### src/rtl/spi_sram_pkg.sv
`default_nettype none
// ============================================================================
// Module   : spi_sram_pkg
// Purpose  : Command codes and target state type shared by the SPI SRAM pair.
// Revision : 1.0
// ============================================================================
package spi_sram_pkg;

  localparam logic [7:0] SPI_CMD_READ  = 8'h03;
  localparam logic [7:0] SPI_CMD_WRITE = 8'h02;

  typedef enum logic [2:0] {
    IDLE     = 3'd0,
    CMD      = 3'd1,
    ADDR     = 3'd2,
    DATA_IN  = 3'd3,
    DATA_OUT = 3'd4,
    IGNORE   = 3'd5
  } spi_tgt_state_t;

  function automatic logic cmd_valid(input logic [7:0] cmd);
    return (cmd == SPI_CMD_READ) || (cmd == SPI_CMD_WRITE);
  endfunction

endpackage
`default_nettype wire

### src/rtl/spi_sram_responder_if.sv
`default_nettype none
// ============================================================================
// Module   : spi_sram_responder_if
// Purpose  : SPI bus plus target status lines between initiator and responder.
// Revision : 1.0
// ============================================================================
interface spi_sram_responder_if;

  logic sclk;
  logic cs;
  logic mosi;
  logic miso;
  logic miso_oe;
  logic busy;
  logic err_cmd;

  modport master (output sclk, cs, mosi, input miso, miso_oe, busy, err_cmd);
  modport slave  (input sclk, cs, mosi, output miso, miso_oe, busy, err_cmd);

endinterface
`default_nettype wire

### src/rtl/spi_sram_mem.sv
`default_nettype none
// ============================================================================
// Module   : spi_sram_mem
// Purpose  : Byte array with one synchronous write port and a combinational read.
// Revision : 1.0
// ============================================================================
module spi_sram_mem #(
  parameter int ADDR_W = 8
) (
  input  wire logic              clk,
  input  wire logic              we,
  input  wire logic [ADDR_W-1:0] waddr,
  input  wire logic [7:0]        wdata,
  input  wire logic [ADDR_W-1:0] raddr,
  output logic      [7:0]        rdata
);

  logic [7:0] mem [2**ADDR_W];

  always_ff @(posedge clk) begin
    if (we) begin
      mem[waddr] <= wdata;
    end
  end

  assign rdata = mem[raddr];

endmodule
`default_nettype wire

### src/rtl/spi_sram_responder.sv
`default_nettype none
// ============================================================================
// Module   : spi_sram_responder
// Purpose  : SPI mode-0 target emulating a 23LC-style serial SRAM (READ/WRITE).
// Revision : 1.0
// ============================================================================
module spi_sram_responder
  import spi_sram_pkg::*;
#(
  parameter int ADDR_W = 8,
  parameter bit SEQ_EN = 1'b1
) (
  input wire logic             clk,
  input wire logic             rst,
  spi_sram_responder_if.slave  spi
);

  spi_tgt_state_t    r_state, w_next_state;
  logic              r_sclk_q;
  logic [3:0]        r_bit_cnt;
  logic [7:0]        r_cmd_sh;
  logic [ADDR_W-2:0] r_addr_sh;
  logic [6:0]        r_rx_sh;
  logic [7:0]        r_tx_sh;
  logic [ADDR_W-1:0] r_addr;
  logic              r_armed;
  logic              r_err_cmd;

  logic              w_rise, w_fall, w_last;
  logic [7:0]        w_cmd_byte, w_wdata, w_rd_data;
  logic [ADDR_W-1:0] w_addr_full, w_addr_inc, w_rd_addr;
  logic              w_we;

  assign w_rise      = spi.sclk & ~r_sclk_q;
  assign w_fall      = ~spi.sclk & r_sclk_q;
  assign w_last      = (r_bit_cnt == 4'd0);
  assign w_cmd_byte  = {r_cmd_sh[6:0], spi.mosi};
  assign w_wdata     = {r_rx_sh, spi.mosi};
  assign w_addr_full = {r_addr_sh, spi.mosi};
  assign w_addr_inc  = r_addr + 1'b1;
  assign w_rd_addr   = (r_state == ADDR) ? w_addr_full : w_addr_inc;
  assign w_we        = !spi.cs && (r_state == DATA_IN) && w_rise && w_last;

  spi_sram_mem #(.ADDR_W(ADDR_W)) u_mem (
    .clk   (clk),
    .we    (w_we),
    .waddr (r_addr),
    .wdata (w_wdata),
    .raddr (w_rd_addr),
    .rdata (w_rd_data)
  );

  always_ff @(posedge clk) begin
    if (rst) begin
      r_state <= IDLE;
    end else begin
      r_state <= w_next_state;
    end
  end

  always_comb begin
    w_next_state = r_state;
    if (spi.cs) begin
      w_next_state = IDLE;
    end else begin
      case (r_state)
        IDLE:     w_next_state = CMD;
        CMD:      if (w_rise && w_last) w_next_state = cmd_valid(w_cmd_byte) ? ADDR : IGNORE;
        ADDR:     if (w_rise && w_last) w_next_state = (r_cmd_sh == SPI_CMD_READ) ? DATA_OUT : DATA_IN;
        DATA_IN:  if (w_rise && w_last && !SEQ_EN) w_next_state = IGNORE;
        DATA_OUT: if (w_fall && r_armed && w_last && !SEQ_EN) w_next_state = IGNORE;
        default:  w_next_state = r_state;
      endcase
    end
  end

  always_comb begin
    spi.miso_oe = (r_state == DATA_OUT) && !spi.cs;
    spi.miso    = spi.miso_oe & r_tx_sh[7];
    spi.busy    = (r_state != IDLE);
    spi.err_cmd = r_err_cmd;
  end

  // The fall that closes the last address clock arrives after DATA_OUT is entered;
  // r_armed skips it so bit 7 stays on miso until the first data rise.
  always_ff @(posedge clk) begin
    if (rst) begin
      r_sclk_q  <= 1'b0;
      r_bit_cnt <= 4'd0;
      r_cmd_sh  <= '0;
      r_addr_sh <= '0;
      r_rx_sh   <= '0;
      r_tx_sh   <= '0;
      r_addr    <= '0;
      r_armed   <= 1'b0;
      r_err_cmd <= 1'b0;
    end else begin
      r_sclk_q  <= spi.sclk;
      r_err_cmd <= 1'b0;
      if (!spi.cs) begin
        case (r_state)
          IDLE: r_bit_cnt <= 4'd7;
          CMD: if (w_rise) begin
            r_cmd_sh <= w_cmd_byte;
            if (w_last) begin
              r_bit_cnt <= 4'd15;
              r_err_cmd <= !cmd_valid(w_cmd_byte);
            end else begin
              r_bit_cnt <= r_bit_cnt - 4'd1;
            end
          end
          ADDR: if (w_rise) begin
            r_addr_sh <= w_addr_full[ADDR_W-2:0];
            if (w_last) begin
              r_addr    <= w_addr_full;
              r_bit_cnt <= 4'd7;
              r_tx_sh   <= w_rd_data;
              r_armed   <= 1'b0;
            end else begin
              r_bit_cnt <= r_bit_cnt - 4'd1;
            end
          end
          DATA_IN: if (w_rise) begin
            r_rx_sh <= w_wdata[6:0];
            if (w_last) begin
              r_bit_cnt <= 4'd7;
              r_addr    <= w_addr_inc;
            end else begin
              r_bit_cnt <= r_bit_cnt - 4'd1;
            end
          end
          DATA_OUT: begin
            if (w_rise) r_armed <= 1'b1;
            if (w_fall && r_armed) begin
              if (w_last) begin
                r_bit_cnt <= 4'd7;
                r_addr    <= w_addr_inc;
                r_tx_sh   <= w_rd_data;
              end else begin
                r_bit_cnt <= r_bit_cnt - 4'd1;
                r_tx_sh   <= {r_tx_sh[6:0], 1'b0};
              end
            end
          end
          default: ;
        endcase
      end
    end
  end

endmodule
`default_nettype wire

### src/flat_wrapper.sv
// flat-port wrapper written by rule: the top's interface ports become plain ports
module spi_sram_responder_flat import spi_sram_pkg::*;
#(
  parameter int ADDR_W = 8,
  parameter bit SEQ_EN = 1'b1
)
  (clk, rst, spi_sclk, spi_cs, spi_mosi, spi_miso, spi_miso_oe, spi_busy, spi_err_cmd);
  spi_sram_responder_if spi_i ();
  input wire logic clk;
  input wire logic rst;
  input wire logic [$bits(spi_i.sclk)-1:0] spi_sclk;
  input wire logic [$bits(spi_i.cs)-1:0] spi_cs;
  input wire logic [$bits(spi_i.mosi)-1:0] spi_mosi;
  output wire logic [$bits(spi_i.miso)-1:0] spi_miso;
  output wire logic [$bits(spi_i.miso_oe)-1:0] spi_miso_oe;
  output wire logic [$bits(spi_i.busy)-1:0] spi_busy;
  output wire logic [$bits(spi_i.err_cmd)-1:0] spi_err_cmd;
  assign spi_i.sclk = spi_sclk;
  assign spi_i.cs = spi_cs;
  assign spi_i.mosi = spi_mosi;
  assign spi_miso = spi_i.miso;
  assign spi_miso_oe = spi_i.miso_oe;
  assign spi_busy = spi_i.busy;
  assign spi_err_cmd = spi_i.err_cmd;
  spi_sram_responder #(.ADDR_W(ADDR_W), .SEQ_EN(SEQ_EN)) u_core (.clk(clk), .rst(rst), .spi(spi_i));
endmodule
### config.mk
export PLATFORM = sky130hd
export DESIGN_NAME = spi_sram_responder_flat
export DESIGN_NICKNAME = d
export VERILOG_FILES = /design/src/rtl/spi_sram_pkg.sv /design/src/rtl/spi_sram_responder_if.sv /design/src/rtl/spi_sram_mem.sv /design/src/rtl/spi_sram_responder.sv /design/src/flat_wrapper.sv
export SDC_FILE = /design/constraint.sdc
export NUM_CORES = 2
export LEC_CHECK = 0
export ABC_AREA = 0
export BUFFER_PORTS_ARGS = -buffer_cell sky130_fd_sc_hd__buf_2
export CAP_MARGIN = 20
export CORE_ASPECT_RATIO = 1.25
export CORE_UTILIZATION = 25
export DETAILED_ROUTE_END_ITERATION = 10
export GPL_TIMING_DRIVEN = 0
export MAX_ROUTING_LAYER = met4
export SYNTH_ARGS = -nofsm -noshare
export SYNTH_HDL_FRONTEND = slang
export SYNTH_HIERARCHICAL = 1
export SYNTH_SLANG_ARGS = --single-unit
### constraint.sdc
create_clock -name clk -period 5.1 [get_ports clk]
set_input_delay 0.255 -clock clk [delete_from_list [all_inputs] [get_ports clk]]
set_output_delay 0.255 -clock clk [all_outputs]
set_load 0.02 [all_outputs]
-- Word-level counts from Yosys, hierarchy flattened
Memories as Yosys holds them, arrays and structs flattened.
Cells that the tools add are included.
- input bits: 5
- logic and storage cells: 94
- register bits: 48
- memories kept: 1
- memory bits (writable): 2048
- memories (name ; words ; width ; read ports ; clocked after Yosys merged registers in ; write ports ; RTL line ; RTL):
    u_core.u_mem.mem ; 256 ; 8 ; 1 ; 0 ; 1 ; spi_sram_mem.sv:18 ; logic [7:0] mem [2**ADDR_W];
- bitwise gates (word level): 9
- reductions and logical operators: 27
- add/sub/neg operators: 2
- multiplexer cells: 29
- equal/unequal tests: 16
- operators with widths (operator ; number):
    two-way mux 8 bit ; 10
    equality test 8 x 2 -> 1 bit (second input constant) ; 3
    case mux 8 bit (3 select lines) ; 1
    two-way mux 4 bit ; 5
    inequality test 2 x 1 -> 1 bit (second input constant) ; 8
    case mux 4 bit (4 select lines) ; 1
    case mux 8 bit (2 select lines) ; 1
    AND reduction 5 bit ; 3
    two-way mux 3 bit ; 4
    AND reduction 3 bit ; 4
    case mux 3 bit (3 select lines) ; 1
    nonzero test 3 bit ; 3
    adder 8 x 1 -> 8 bit (second input constant) ; 1
    equality test 3 x 2 -> 1 bit (second input constant) ; 2
    logical AND 1 bit ; 6
    inverter 1 bit ; 6
    AND reduction 6 bit ; 1
    two-way mux 1 bit ; 5
    OR reduction 5 bit ; 1
    zero test 4 bit ; 1
    nonzero test 4 bit ; 1
    OR reduction 2 bit ; 2
    subtractor 4 x 1 -> 4 bit (second input constant) ; 1
    AND 1 bit ; 3
    other kinds (8) ; 9

-- Longest topological paths before layout
- word-level depth: 6
- mapped depth: 17

-- Cells and area by module
The synthesis kept the hierarchy.
- by module, submodules not included (module ; sequential area each (um2) ; cells each ; instances ; area an instance (um2)):
    spi_sram_mem ; 61499.0 ; 3725 ; 1 ; 79396.1
    spi_sram_responder ; 960.9 ; 315 ; 1 ; 2637.5

-- Worst setup path before layout
OpenSTA, ideal clock, no wires.
- path type: register to register
- from: register u_core.r_rx_sh[0]
- to: memory u_core.u_mem.mem[0][1] (data pin)
- cell stages (with the launch flop): 1
- buffers on the path: 0
- clock period less this slack: 4271 ps
- data required time: 4241 ps
- data arrival time: 3412 ps
- setup slack: 829 ps
- cell sequence: dfxtp_1
- RTL lines (what ; RTL line ; RTL):
    start: declaration ; spi_sram_responder.sv:23 ; logic [6:0] r_rx_sh;
    start signal: assignment ; spi_sram_responder.sv:124 ; r_rx_sh <= w_wdata[6:0];
    end: declaration ; spi_sram_mem.sv:18 ;
Straight into the memory's write port.

-- Final worst setup path
- from: register u_core.r_state[1]
- to: register u_core.r_tx_sh[5]
- word-level cells in the longest chain between the ends: 6
- ends and longest elaborated chain (what ; RTL line ; RTL):
    start: declaration ; spi_sram_responder.sv:18 ; spi_tgt_state_t r_state, w_next_state;
    start signal: assignment ; spi_sram_responder.sv:57 ; r_state <= w_next_state;
    equality test 3 x 2 -> 1 bit * ; spi_sram_responder.sv:41 ; assign w_rd_addr = (r_state == ADDR) ? w_addr_full : w_addr_inc;
    two-way mux 8 bit * ; spi_sram_responder.sv:41 ;
    net u_core.w_rd_addr[1] ; spi_sram_responder.sv:31 ; logic [ADDR_W-1:0] w_addr_full, w_addr_inc, w_rd_addr;
    memory read (256 x 8 bit) * ; - ;
    net u_core.w_rd_data[5] ; spi_sram_responder.sv:30 ; logic [7:0] w_cmd_byte, w_wdata, w_rd_data;
    two-way mux 8 bit (on tied branches) ; spi_sram_responder.sv:135, spi_sram_responder.sv:114 ;
    two-way mux 8 bit (on tied branches) ; spi_sram_responder.sv:134, spi_sram_responder.sv:112 ;
    case mux 8 bit (2 select lines) * ; spi_sram_responder.sv:101 ; case (r_state)
    end signal: assignment ; spi_sram_responder.sv:117 ; r_tx_sh <= w_rd_data;
    end signal: assignment ; spi_sram_responder.sv:138 ; r_tx_sh <= w_rd_data;
    end signal: assignment ; spi_sram_responder.sv:141 ; r_tx_sh <= {r_tx_sh[6:0], 1'b0};
    end: declaration ; spi_sram_responder.sv:24 ; logic [7:0] r_tx_sh;
Mark *: on every way through the listed nets, which the timed path passes. The rest lies on a longest branch. The select of a mux whose other input is x is not followed.
A chain may end at the register's enable or synchronous reset.

==> run summary <==
Worst ir drop on vdd -> 304 uV
GR Overflow Total -> 0
Power Density -> 354 mW/mm2
Initial DRC count -> 5965
Slowest CP cell -> buf_2
Leakage Power -> 29.1 nW
Worst R2R Path Depth -> 14
Minimum clock period -> 5180 ps
Synth area leader -> edfxtp_1
Final hold vios -> 0
Input/output buffers -> 7
H-tree depth -> 4
Post-Syn Nets -> 4047
Post-synth EDFFs -> 2048
Clk pin slew, worst setup/hold paths -> 70 ps
RR Endpoint -> u_core/r_tx_sh[5]
Sw Ratio -> 0.198
Final wirelength -> 255000 um
First-pass DRT Iterations -> 8
Hold WC Path Type -> input pin to register
CORE AREA -> 0.326 mm2
Worst setup SP type -> register
Worst-Skew Late Latency -> 890 ps
Hold path depth -> 5
Vias in the first global route -> 43400
Starting Density -> 0.252
Slowest stage delay, CP -> 700 ps
Die span in y -> 642 um
Pin count of the biggest net entering global routing -> 137
Clock Skews -> 41.0 ps
DR WL/cell -> 28.8 um
Share of layout cells above drive strength 1 -> 0.267
Relative slew slack -> 0.0735
Yosys top cell area share -> 0.750
Dpl ws -> -1660 ps
Commonest non-fill, non-tap cell in the layout -> edfxtp_1
Worst-Margin Slew -> 1390 ps
Syn Area/Cell -> 20.3 um2
Most common cell on crit path -> buf_2
Clock Tree Buf Depth -> 3
Sequential power share -> 0.546
Final Setup Violations -> 4
Die width -> 514 um
Reg2reg setup slack -> -80 ps
Vias -> 44100
CTS Buf Count -> 201
RSZ-0062 raised after global routing -> true
Async SR Flop Fraction -> 0
Gpl congestion -> 0.966
Period utilisation layout -> 1.01
Register bit total from synthesis -> 2096
Outcome -> finished with violations
Failing checks -> negative setup slack
Hold Startpoint -> spi_cs
Final cell count without fillers -> 8841
CTS tree -> yes
Fin. max-slew vios -> 0
Most frequent cells in the layout -> 2048 x edfxtp_1, 454 x mux4_2, 204 x clkbuf_16
CP Cell Sequence -> nor3b_4, mux2_2, buf_2, buf_4, buf_4, buf_2, mux4_2, a221oi_2, o32ai_2, nor3_1, nor4_1, buf_2, nand2_1, a311oi_1
Post-DRT Antenna Nets -> 0
Worst Path Required -> 5810 ps
Synth warnings -> 6
R2r startpoint -> u_core/r_state[1]
DP HPWL -> 173000 um
Worst hold endpoint -> u_core/r_addr_sh[0]
Top post-synthesis cells by area -> edfxtp_1 75%, mux4_2 12%, mux2i_1 1.7%, nor2_1 1.4%, a22oi_1 1.2%
Int Power -> 0.0274 W
Gate count of the mapped netlist -> 4040
Die footprint -> 0.330 mm2
Net Switching -> 0.00677 W
WHS -> 378 ps
Mapped Area -> 0.0820 mm2
Comb pwr share -> 0.013
CP max FO -> 10
CP endpoint kind -> register
Clk sink count -> 2096
Worst Path Arrival -> 5890 ps
Clock network power share -> 0.441
Layout area overhead -> 17.6%
Yosys cell types -> 80
# DRC -> 0
Placed Cells -> 8455
Kind of critical path -> register to register
First-pass GRT wire length -> 346000 um
All-Layer GR Usage -> 0.154
Final setup TNS -> -172 ps
I/O pin count -> 9
Initial antenna violation count -> 5
Root buf cell -> clkbuf_16
Num rows -> 234
Seq/Total Area, Yosys -> 0.761
DR vias/cell -> 4.99
Final worst slack -> -75.1 ps
Fmax -> 193 MHz
Final #Nets -> 4310
Ys flop type -> edfxtp_1
Max-cap violations -> 0
## routing by layer
layer	GRT usage	routed length (um)
met3	0.0334	23900
met4	0.0970	17600
met2	0.244	122000
met5	-	0
met1	0.179	91100
## cell type report
class / instances / area (um2)
clock buffer: 246 / 5260
fill: 31600 / 229000
timing repair buffer: 60 / 1000
multi-input combinational: 1683 / 19200
antenna: 4 / 10.0
inverter: 8 / 31.3
sequential: 2096 / 62500
clock inverter: 125 / 1360
buffer: 253 / 1690
tap: 4366 / 5460
## Yosys cell counts, drive strengths merged (28+ instances only)
cell type and count:
a211oi 30, a21oi 127, a22oi 135, buf 131
clkbuf 122, dfxtp 48, edfxtp 2048, mux2i 143
mux4 456, nand2 79, nand3 64, nor2 303
nor2b 34, nor4 28, o221ai 48, o22ai 28
## timing repair
action,4_1_cts,5_1_grt
resized for setup,238,120
setup endpoints to repair,1192,1099
hold buffers,6,0
pin swaps,1,3
endpoints found under the hold margin,36,0
buffers inserted,1,1
## state kept, by name, summed over array words and instances, names as in the netlist
register	flops
u_core/spi.err_cmd	1
u_core/r_sclk_q	1
u_core/r_bit_cnt	4
u_core/r_addr_sh	7
u_core/u_mem/mem	2048
u_core/r_armed	1
u_core/r_cmd_sh	8
u_core/r_addr	8
u_core/r_rx_sh	7
u_core/r_tx_sh	8
u_core/r_state	3
## metrics by stage
stage	util	area, um2	total power (W)
3_3_place_gp	0.269	87500	0.0195
4_1_cts	0.295	96000	0.0343
2_1_floorplan	-	82000	0.0193
6_report	0.296	96500	0.0342
3_5_place_dp	0.272	88500	0.0195
5_1_grt	0.296	96500	0.0350
## power by group through the flow
stage               Clock [W]  Combinational [W]  Sequential (W)
global route           0.0158           0.000475          0.0186
finish                 0.0151           0.000459          0.0186
floorplan                   0           0.000258          0.0190
global placement            0           0.000432          0.0190
detailed placement          0           0.000447          0.0190
CTS                    0.0152           0.000458          0.0186
## worst max-delay path: cells and delay by family (launching register included)
family / cells / cell delay (ps)
AOI/OAI and AO/OA: 3 / 960
buffers and inverters: 5 / 1960
DFF: 1 / 440
muxes: 2 / 670
and+or+nand+nor: 4 / 920
## cells by family after synthesis
family          Yosys count  share of synthesized area
simple gates            603                     0.0345
mux                     601                      0.143
xor+xnor                  6                   0.000641
buf+inv                 261                     0.0194
fa+ha+maj                 2                   0.000305
flops                  2096                      0.761
compound gates          471                     0.0408
## worst max path at each step
| stage | to | depth (start not counted) | slack [ps] | startpoint |
|---|---|---|---|---|
| 6_report | u_core/r_tx_sh[5] | 14 | -80 | u_core/r_state[1] |
| 4_1_cts | u_core/r_tx_sh[1] | 13 | -0.8 | u_core/r_state[1] |
| 3_5_place_dp | u_core/r_tx_sh[1] | 16 | -1660 | u_core/r_state[2] |
| 3_3_place_gp | u_core/r_tx_sh[1] | 15 | -4280 | spi_mosi |
| 2_1_floorplan | u_core/u_mem/mem[0][1] | 0 | 830 | u_core/r_rx_sh[0] |
| 5_1_grt | u_core/r_tx_sh[1] | 17 | -60 | u_core/r_state[1] |
Power figures use the tool's default switching activity.
